--- config.mk ---
export PLATFORM = sky130hd
export DESIGN_NAME = decoder_scan
export DESIGN_NICKNAME = d
export VERILOG_FILES = /design/src/rtl/decoder_scan.sv
export SDC_FILE = /design/constraint.sdc
export NUM_CORES = 1
export LEC_CHECK = 0
export CAP_MARGIN = 40
export CELL_PAD_IN_SITES_DETAIL_PLACEMENT = 1
export CELL_PAD_IN_SITES_GLOBAL_PLACEMENT = 1
export CORE_MARGIN = 8
export CORE_UTILIZATION = 36
export DETAILED_ROUTE_END_ITERATION = 6
export PLACE_DENSITY = 0.75
export SLEW_MARGIN = 20
export SYNTH_ARGS = -nofsm -noshare
export SYNTH_HDL_FRONTEND = slang
export SYNTH_SLANG_ARGS = --single-unit
--- constraint.sdc ---
create_clock -name i_clk -period 2.7 [get_ports i_clk]
set_clock_uncertainty 0.2 [all_clocks]
set_input_delay 0.81 -clock i_clk [delete_from_list [all_inputs] [get_ports i_clk]]
set_output_delay 0.81 -clock i_clk [all_outputs]
set_load 0.005 [all_outputs]
--- src/rtl/decoder_scan.sv ---
// Registered one-hot decoder with a direct mode and an auto-scan mode with programmable dwell.
// Define DECODER_BLANK_EN to insert BLANK_CYC all-inactive cycles before each scanned index.
module decoder_scan #(
  parameter int SEL_W     = 3,
  parameter int NUM_OUT   = 8,
  parameter int DWELL_W   = 16,
  parameter int BLANK_CYC = 2
) (
  input  logic               i_clk,
  input  logic               i_rst_n,
  input  logic               i_en,
  input  logic               i_mode,
  input  logic [SEL_W-1:0]   i_sel,
  input  logic               i_opt,
  input  logic [DWELL_W-1:0] i_dwell,
  output logic [NUM_OUT-1:0] o_y,
  output logic [SEL_W-1:0]   o_idx,
  output logic               o_step
);

`ifdef DECODER_BLANK_EN
  typedef enum logic [1:0] {OFF, DIRECT, DWELL, BLANK} state_t;
  localparam logic [DWELL_W-1:0] BlankLast = DWELL_W'(BLANK_CYC - 1);
`else
  typedef enum logic [1:0] {OFF, DIRECT, DWELL} state_t;
  logic unused_blank;
  assign unused_blank = (BLANK_CYC < 1);
`endif

  localparam logic [SEL_W-1:0] LastIdx = SEL_W'(NUM_OUT - 1);

  state_t               state, state_nxt;
  logic [SEL_W-1:0]     idx_nxt;
  logic [DWELL_W-1:0]   cnt, cnt_nxt;
  logic                 step_nxt;
  logic                 active;
  logic [NUM_OUT-1:0]   y_nxt;

  always_ff @(posedge i_clk or negedge i_rst_n) begin
    if (!i_rst_n) begin
      state  <= OFF;
      cnt    <= '0;
      o_idx  <= '0;
      o_step <= 1'b0;
      o_y    <= '1;
    end else begin
      state  <= state_nxt;
      cnt    <= cnt_nxt;
      o_idx  <= idx_nxt;
      o_step <= step_nxt;
      o_y    <= y_nxt;
    end
  end

  // Outputs are decoded from the next state so o_y/o_idx appear one edge after sampling.
  always_comb begin
    state_nxt = state;
    idx_nxt   = o_idx;
    cnt_nxt   = cnt;
    step_nxt  = 1'b0;
    active    = 1'b0;

    if (!i_en) begin
      state_nxt = OFF;
      idx_nxt   = '0;
      cnt_nxt   = '0;
    end else if (!i_mode) begin
      state_nxt = DIRECT;
      idx_nxt   = i_sel;
      cnt_nxt   = '0;
      active    = 1'b1;
    end else begin
      case (state)
        DWELL: begin
          if (cnt >= i_dwell) begin
            idx_nxt  = (o_idx == LastIdx) ? '0 : o_idx + SEL_W'(1);
            cnt_nxt  = '0;
            step_nxt = 1'b1;
`ifdef DECODER_BLANK_EN
            state_nxt = BLANK;
`else
            active    = 1'b1;
`endif
          end else begin
            cnt_nxt = cnt + DWELL_W'(1);
            active  = 1'b1;
          end
        end
`ifdef DECODER_BLANK_EN
        BLANK: begin
          if (cnt >= BlankLast) begin
            state_nxt = DWELL;
            cnt_nxt   = '0;
            active    = 1'b1;
          end else begin
            cnt_nxt = cnt + DWELL_W'(1);
          end
        end
`endif
        default: begin
          state_nxt = DWELL;
          idx_nxt   = '0;
          cnt_nxt   = '0;
          active    = 1'b1;
        end
      endcase
    end

    // Out-of-range direct indices match no bit and fall out as all-inactive.
    for (int i = 0; i < NUM_OUT; i++) begin
      y_nxt[i] = (active && (idx_nxt == SEL_W'(i))) ? i_opt : ~i_opt;
    end
  end

endmodule

# Word-level counts from Yosys, hierarchy flattened
# Index checks and enable logic that the tools add are counted.
dict set report word_totals {
  elab_cells 53
  ff_bits 30
  output_inout_bits 12
  inputBits 24
}
dict set report classes {
  magnitude_cmp 1
  n_reduce_logical 9
  mux 25
  n_addsub 2
  bitwise_logic 1
  n_eq_ne 10
}
# cell count
set op_table {}
lappend op_table {{16-bit two-way mux} 4}
lappend op_table {{16-bit by 1-bit adder with 16-bit output (second input constant)} 1}
lappend op_table {{16-bit greater-or-equal comparator} 1}
lappend op_table {{3-bit equality test (second input constant)} 5}
lappend op_table {{3-bit two-way mux} 5}
lappend op_table {{1-bit two-way mux} 13}
lappend op_table {{1-bit logical AND} 8}
lappend op_table {{3-bit by 2-bit equality test with 1-bit output (second input constant)} 2}
lappend op_table {{2-bit two-way mux} 3}
lappend op_table {{3-bit by 1-bit adder with 3-bit output (second input constant)} 1}
lappend op_table {{3-bit by 1-bit equality test with 1-bit output (second input constant)} 1}
lappend op_table {{3-bit zero test} 1}
lappend op_table {{3-bit inequality test (second input constant)} 1}
lappend op_table {{2-bit equality test (second input constant)} 1}
lappend op_table {{1-bit inverter} 1}

# Longest topological paths before layout
dict set report logic_depth {
  word_depth 9
  ltp_mapped 10
}

# Worst setup path before layout
# OpenSTA, ideal clock, no wires.
dict set report synth_timing {
  path_type {input -> register}
  startpoint {input port i_dwell[0]}
  endpoint {register o_y[2]}
  setup_time_ns 0.077
  t_arrival_ns 2.622
  slack_ns -0.198
  cell_stages 8
  required_time_ns 2.423
  cell_sequence {ha_1 > nand2b_4 > a2111oi_4 > nand3b_2 > nand3_4 > mux2_4 > nor4_2 > xnor2_1}
}
dict set report synth_via {
  elab_chain_cells 8
}
# element line
set synth_lines {}
lappend synth_lines {{start: declaration} 15} ;# input logic [DWELL_W-1:0] i_dwell,
lappend synth_lines {{16-bit greater-or-equal comparator} 75} ;# if (cnt >= i_dwell) begin
lappend synth_lines {{3-bit two-way mux} 75}
lappend synth_lines {{3-bit two-way mux} 73} ;# case (state)
lappend synth_lines {{3-bit two-way mux} 67} ;# end else if (!i_mode) begin
lappend synth_lines {{3-bit two-way mux} 63} ;# if (!i_en) begin
lappend synth_lines {{3-bit by 2-bit equality test with 1-bit output} 111} ;# y_nxt[i] = (active && (idx_nxt == SEL_W'(i))) ? i_opt : ~i_opt;
lappend synth_lines {{1-bit logical AND} 111}
lappend synth_lines {{1-bit two-way mux} 111}
lappend synth_lines {{net y_nxt[2]} 37} ;# logic [NUM_OUT-1:0] y_nxt;
lappend synth_lines {{end signal: assignment} 51} ;# o_y <= y_nxt;
lappend synth_lines {{end: declaration} 16} ;# output logic [NUM_OUT-1:0] o_y,
# The timed path passes the listed nets, and every way through them passes these cells.
# A chain may end at the register's enable or synchronous reset.

# Final worst setup path
dict set report layout_timing {
  startpoint {input port i_dwell[13]}
  endpoint {register o_y[6]}
}
dict set report layout_via {
  elab_chain_cells 8
}
# element line
set layout_lines {}
lappend layout_lines {{16-bit greater-or-equal comparator} 75}
lappend layout_lines {{3-bit two-way mux} 75}
lappend layout_lines {{3-bit two-way mux} 73}
lappend layout_lines {{3-bit two-way mux} 67}
lappend layout_lines {{3-bit two-way mux} 63}
lappend layout_lines {{net idx_nxt[1]} 33} ;# logic [SEL_W-1:0] idx_nxt;
lappend layout_lines {{3-bit equality test} 111}
lappend layout_lines {{1-bit logical AND} 111}
lappend layout_lines {{1-bit two-way mux} 111}
lappend layout_lines {{net y_nxt[6]} 37}
# The timed path passes the listed nets, and every way through them passes these cells.

==> reports/metrics.yaml <==
run_status:
  outcome: "finished with violations"
  violations: "setup timing"
drt:
  drc: 0
  wl_per_cell_um: 16.1
  drt_iter0_markers: 42
  ant_nets: 0
  first_pass_iters: 3
  viasPerCell: 4.86
  routed_wl_um: 5000
  vias: 1507
yosys:
  synth-seq-area-share_pct: 41.0
  synth-seq-cells: 30
  yosysUniqueCellTypes: 38
  syn_inst: 186
  synthTopCellsByArea: "dfrtp_1 30%, ha_1 13%, dfstp_2 11%"
  async_flop_share_pct: 100
  synthesis.nets: 229
  syn_area_um2: 1860
  synth_flop_cell: "dfrtp_1"
  synth_enable_flop_cells: 0
  syn_area_per_cell_um2: 9.98
  synth_common_cells: "22 x dfrtp_1, 22 x nor2_1, 19 x ha_1"
  ys_warn_count: 0
  netlist.area_leader.share_pct: 29.6
  yosysTopAreaCell: "dfrtp_1"
setup_path:
  r2r-start: "cnt[12]"
  rrSetupSlack_ns: 0.11
  critPathRequiredTime_ns: 2.71
  crit_buf_inv: 5
  rr_endpoint: "o_y[6]"
  crit_top_cell: "inv_8"
  endpoint_kind: "flip-flop"
  cp_num_cells: 12
  path_delay_family: "buffers and inverters"
  cp-endpoint: "o_y[6]"
  arrival_ns: 2.72
  crit_path_start: "i_dwell[13]"
  critPathKind: "in -> reg"
  reg2regPathDepth: 10
  max_stage_delay_ns: 0.42
  cpMaxStageDelayCell: "mux2_4"
  crit_chain: "buf_8 -> inv_8 -> ha_4 -> nand4_1 -> buf_4 -> inv_2 -> a22oi_2 -> nand3_4 -> mux2_4 -> inv_8 -> o2111ai_2 -> xor2_1"
  cp_max_fo: 5
  critPathLaunchType: "primary input"
place:
  dp_cells: 299
  dp_hpwl_um: 3730
  io_buffer_count: 35
  finalWeightedCongestion: 0.794
timing:
  slew_violations: 0
  timing.final.ws_setup_ns: -0.0109
  setup_viol: 3
  timing.fmax_mhz: 369
  relSlewSlack_pct: 52.2
  rsz0062_at_grt: "yes"
  post-route-period-util_pct: 100
  hold_violations: 0
  max_slew.worst_pin.slew_ns: 0.709
  fin_crit_ns: 2.71
cts:
  clk_pin_slew_ns: 0.07
  cts_inserted_buffers: 5
  cts.hold.buffers_added: 0
  cts_tree: "built"
  clock_latency_ns: 0.29
  cts_sinks: 30
  cts-htree-levels: 2
  cts_buffer_depth: 2
  cts-root-buf: "clkbuf_8"
power_and_ir_drop:
  power_uw: 1020
  p_per_area_nw_per_um2: 356
  peakVddDrop_v: 0.000305
  leakage_uw: 0.00120
job:
  drv_cap: 0
cells_and_area:
  syn2layout_area_growth_pct: 55.1
  fin_cells: 310
  fin_nets: 282
  drive_above_1_share_pct: 39.2
  n_antenna_cell: 0
  num-fill-cells: 548
floorplanning:
  die_w_um: 87.8
  die_area_um2: 7710
  die_h_um: 87.8
  initial_core_util_pct: 36.8
  design.core.area_um2: 5040
  num_io_pins: 36
  rows: 26
global_route:
  gr-total-overflow: 0
  grt_max_degree: 31
  grt_pass1_vias: 1731
  grt_pass1_wl_um: 8510
  grt_use_total_pct: 14.5
  grt_antenna_before_repair: 0
worst_hold_path:
  hp-class: "reg -> reg"
[power by group]
part	internal, µW	switching (µW)
sequential	469	5.74
clock	204	180
combinational	90.8	74.2
total	764	260
[through the flow]
stage                     setup WS [ns]  util [%]  hold WS (ns)  TNS, ns  instance area [µm²]
after floorplan                 -0.0441         -         0.275   -0.117                 2080
after global placement           -0.766      51.8         0.332   -16.00                 2610
final                           -0.0109      57.1         0.349  -0.0139                 2880
after CTS                       -0.0245      56.5         0.358  -0.0245                 2850
after detailed placement         -0.796      51.8         0.347   -16.47                 2610
after global routing             -0.119      57.1         0.394    -1.12                 2880
[cells in the final DEF (no fill, tap or decap), types with 3 or more instances in the layout]
master / synthesis / routed
a21oi_2: 0 / 3
and2_1: 3 / 3
and3_1: 3 / 3
buf_4: 0 / 12
buf_6: 0 / 4
clkbuf_8: 0 / 6
clkdlybuf4s15_1: 0 / 5
clkdlybuf4s50_1: 0 / 19
dfrtp_1: 22 / 22
dfstp_2: 8 / 8
dlygate4sd2_1: 0 / 6
ha_1: 19 / 5
ha_4: 0 / 14
inv_1: 18 / 5
inv_2: 1 / 9
inv_4: 0 / 3
nand2_1: 15 / 13
nand3_1: 11 / 10
nand4_1: 3 / 3
nor2_1: 22 / 22
xnor2_1: 10 / 10
xor2_1: 12 / 12
[flip-flops by register name, indices dropped and copies added (netlist names)]
register  flops
state         2
cnt          16
o_step        1
o_idx         3
o_y           8
[worst register-to-register path: cells and delay by family, from the launching register on]
| kind | cells | cell delay (ns) |
|---|---|---|
| xor gates and xnor gates | 1 | 0.16 |
| and+or+nand+nor | 2 | 0.36 |
| adders and majority gates | 1 | 0.26 |
| DFF | 1 | 0.45 |
| buffers and inverters | 3 | 0.29 |
| AOI/OAI and AO/OA | 2 | 0.36 |
| muxes | 1 | 0.42 |
[timing repair]
item	in CTS	in global routing
buffers inserted	3	0
endpoints found under the setup margin	28	24
hold endpoints to repair	0	0
gates resized for setup	70	5
pin swaps	24	8
[cell type report]
class                           count  area (µm²)  area share, %
Multi-Input combinational cell    134        1360           47.2
Sequential cell                    30         761           26.4
Timing Repair Buffer               49         483           16.8
Inverter                           19        93.8           3.26
Tap cell                           70        87.6           3.04
Clock buffer                        6        82.6           2.87
Clock inverter                      2        12.5          0.435
[logic make-up (layout without fill, tap and decap cells)]
group                      count (synthesis)  count (layout)  share of synthesized area (%)
DFF                                       30              30                           41.0
adders and majority gates                 19              19                           12.8
xor gates and xnor gates                  22              22                           10.4
muxes                                      4               4                           3.37
AOI/OAI and AO/OA                         18              18                           7.95
buffers and inverters                     22              76                           4.45
and+or+nand+nor                           71              71                           20.1
[how the worst min path moves through the flow]
stage / start / end / slack [ns] / cells past startpoint
floorplan: cnt[0] / cnt[0] / 0.27 / 1
global placement: cnt[0] / cnt[0] / 0.33 / 2
detailed placement: cnt[0] / cnt[0] / 0.35 / 2
CTS: cnt[0] / cnt[0] / 0.36 / 2
global route: cnt[0] / cnt[0] / 0.39 / 2
finish: cnt[0] / cnt[0] / 0.35 / 2
[metal layers]
layer | vias to the layer above | track usage, % | share of wire [%]
met5 | - | 0 | 0
met4 | 0 | 4.22 | 1.3
met3 | 5 | 4.13 | 4.5
met2 | 28 | 25.2 | 51
met1 | 745 | 16.8 | 43
li1 | 729 | - | -
No activity file was read; power rests on OpenSTA's default activity.
==> RTL edit, RTL diff (same flow settings) <==
Remove the register `o_y`: a continuous assignment takes its place, so the output `o_y` follows one clock earlier.
--- a/src/rtl/decoder_scan.sv
+++ b/src/rtl/decoder_scan.sv
@@ -43,5 +43,4 @@
       o_idx  <= '0;
       o_step <= 1'b0;
-      o_y    <= '1;
     end else begin
       state  <= state_nxt;
@@ -49,7 +48,8 @@
       o_idx  <= idx_nxt;
       o_step <= step_nxt;
-      o_y    <= y_nxt;
     end
   end
+
+  assign o_y = y_nxt;
 
   // Outputs are decoded from the next state so o_y/o_idx appear one edge after sampling.
Function: changed (a bounded check fails within 4 cycles, from zero or initial values and one cycle with i_rst_n low).
==> RTL edit against the original RTL <==
  * The run still ends with setup timing left
  * Cell area up 1.7%
  * Global-route usage up 2.2 points
  * Register-to-register slack better by 0.02 ns
  * Sequential cell count down 8
  * Sequential power down 29%
  * Final cell count unchanged
  * Die area down 9.3%
  * Power down 25%
  * Wire length up 23%
  * Area after synthesis down 11%
  * Worst setup slack worse by 1.3 ns
==> RTL edit: results (changes against the original RTL) <==
* # nets final at 302 (+7.1%)
* Worst setup path end: o_y[7]
* Internal at 0.000562 W (-26%)
* Worst slew pin tran at 0.695 ns (-0.0140 ns)
* Fraction of layout cells with a size suffix above 1 at 0.504 (+0.112)
* Drt wl/cell at 19.8 microns (+23%)
* Finish-stage setup viols at 8 (+5)
* Power Density at 264 nW/um^2 (-26%)
* Clock transition at the registers of the reported paths at 0.09 ns (+0.02 ns)
* Grt met1 use at 0.173 (+0.00471)
* Tot GR Track Use at 0.167 (+0.0215)
* WP data arrival at 3.00 ns (+0.28 ns)
* Wl on met1 at 2460 microns (+15%)
* Status: finished with violations
* 1st-pass router iterations at 4 (+1)
* Post-DP HPWL at 4050 microns (+8.7%)
* Pre-CTS setup slack at -1.97 ns (-1.18 ns)
* P_leak at 1.28 nW (+6.9%)
* Setup bufs post-CTS at 10 (+7)
* Syn Nets at 221 (-3.5%)
* Synth cell types at 37 (-2.6%)
* Met3 Use GR at 0.0342 (-0.00710)
* Clock power share at 0.326 (-0.049)
* Final worst slack at -1.31 ns (-1.30 ns)
* R2R Setup Slk at 0.13 ns (+0.02 ns)
* Failing checks: setup timing
* Number of global-route vias before repair at 1,876 (+8.4%)
* Drt initial violations at 34 (-19%)
* Metal2 WL at 3410 microns (+33%)
* Reg2Reg Depth at 11 (+1)
* First-pass GRT wire length at 9650 microns (+13%)
* Htree depth at 1 (-1)
* Largest regs: cnt x16, o_idx x3, state x2
* Crit path max fanout at 9 (+4)
## RTL edit: cell types whose count changed after synthesis, sizes merged
cell,delta
dfstp,-8
## RTL edit: kinds of logic (layout without fill, tap and decap cells)
kind of cell / Yosys count / after routing / synth area share
AND/OR/NAND/NOR: 71 / 71 / 0.226
XOR/XNOR: 22 / 22 / 0.117
flip-flops: 22 / 22 / 0.334
buffers and inverters: 22 / 102 / 0.0501
adder cells (fa/ha/maj): 19 / 19 / 0.144
AO/OA/AOI/OAI: 18 / 18 / 0.0897
multiplexers: 4 / 4 / 0.0380
## RTL edit: area by class of cell
class	count	area [sq um]
Fill cell	454	1460
Multi-Input combinational cell	134	1430
Timing Repair Buffer	79	734
Sequential cell	22	551
Inverter	19	96.3
Tap cell	52	65.1
Clock buffer	4	55.1
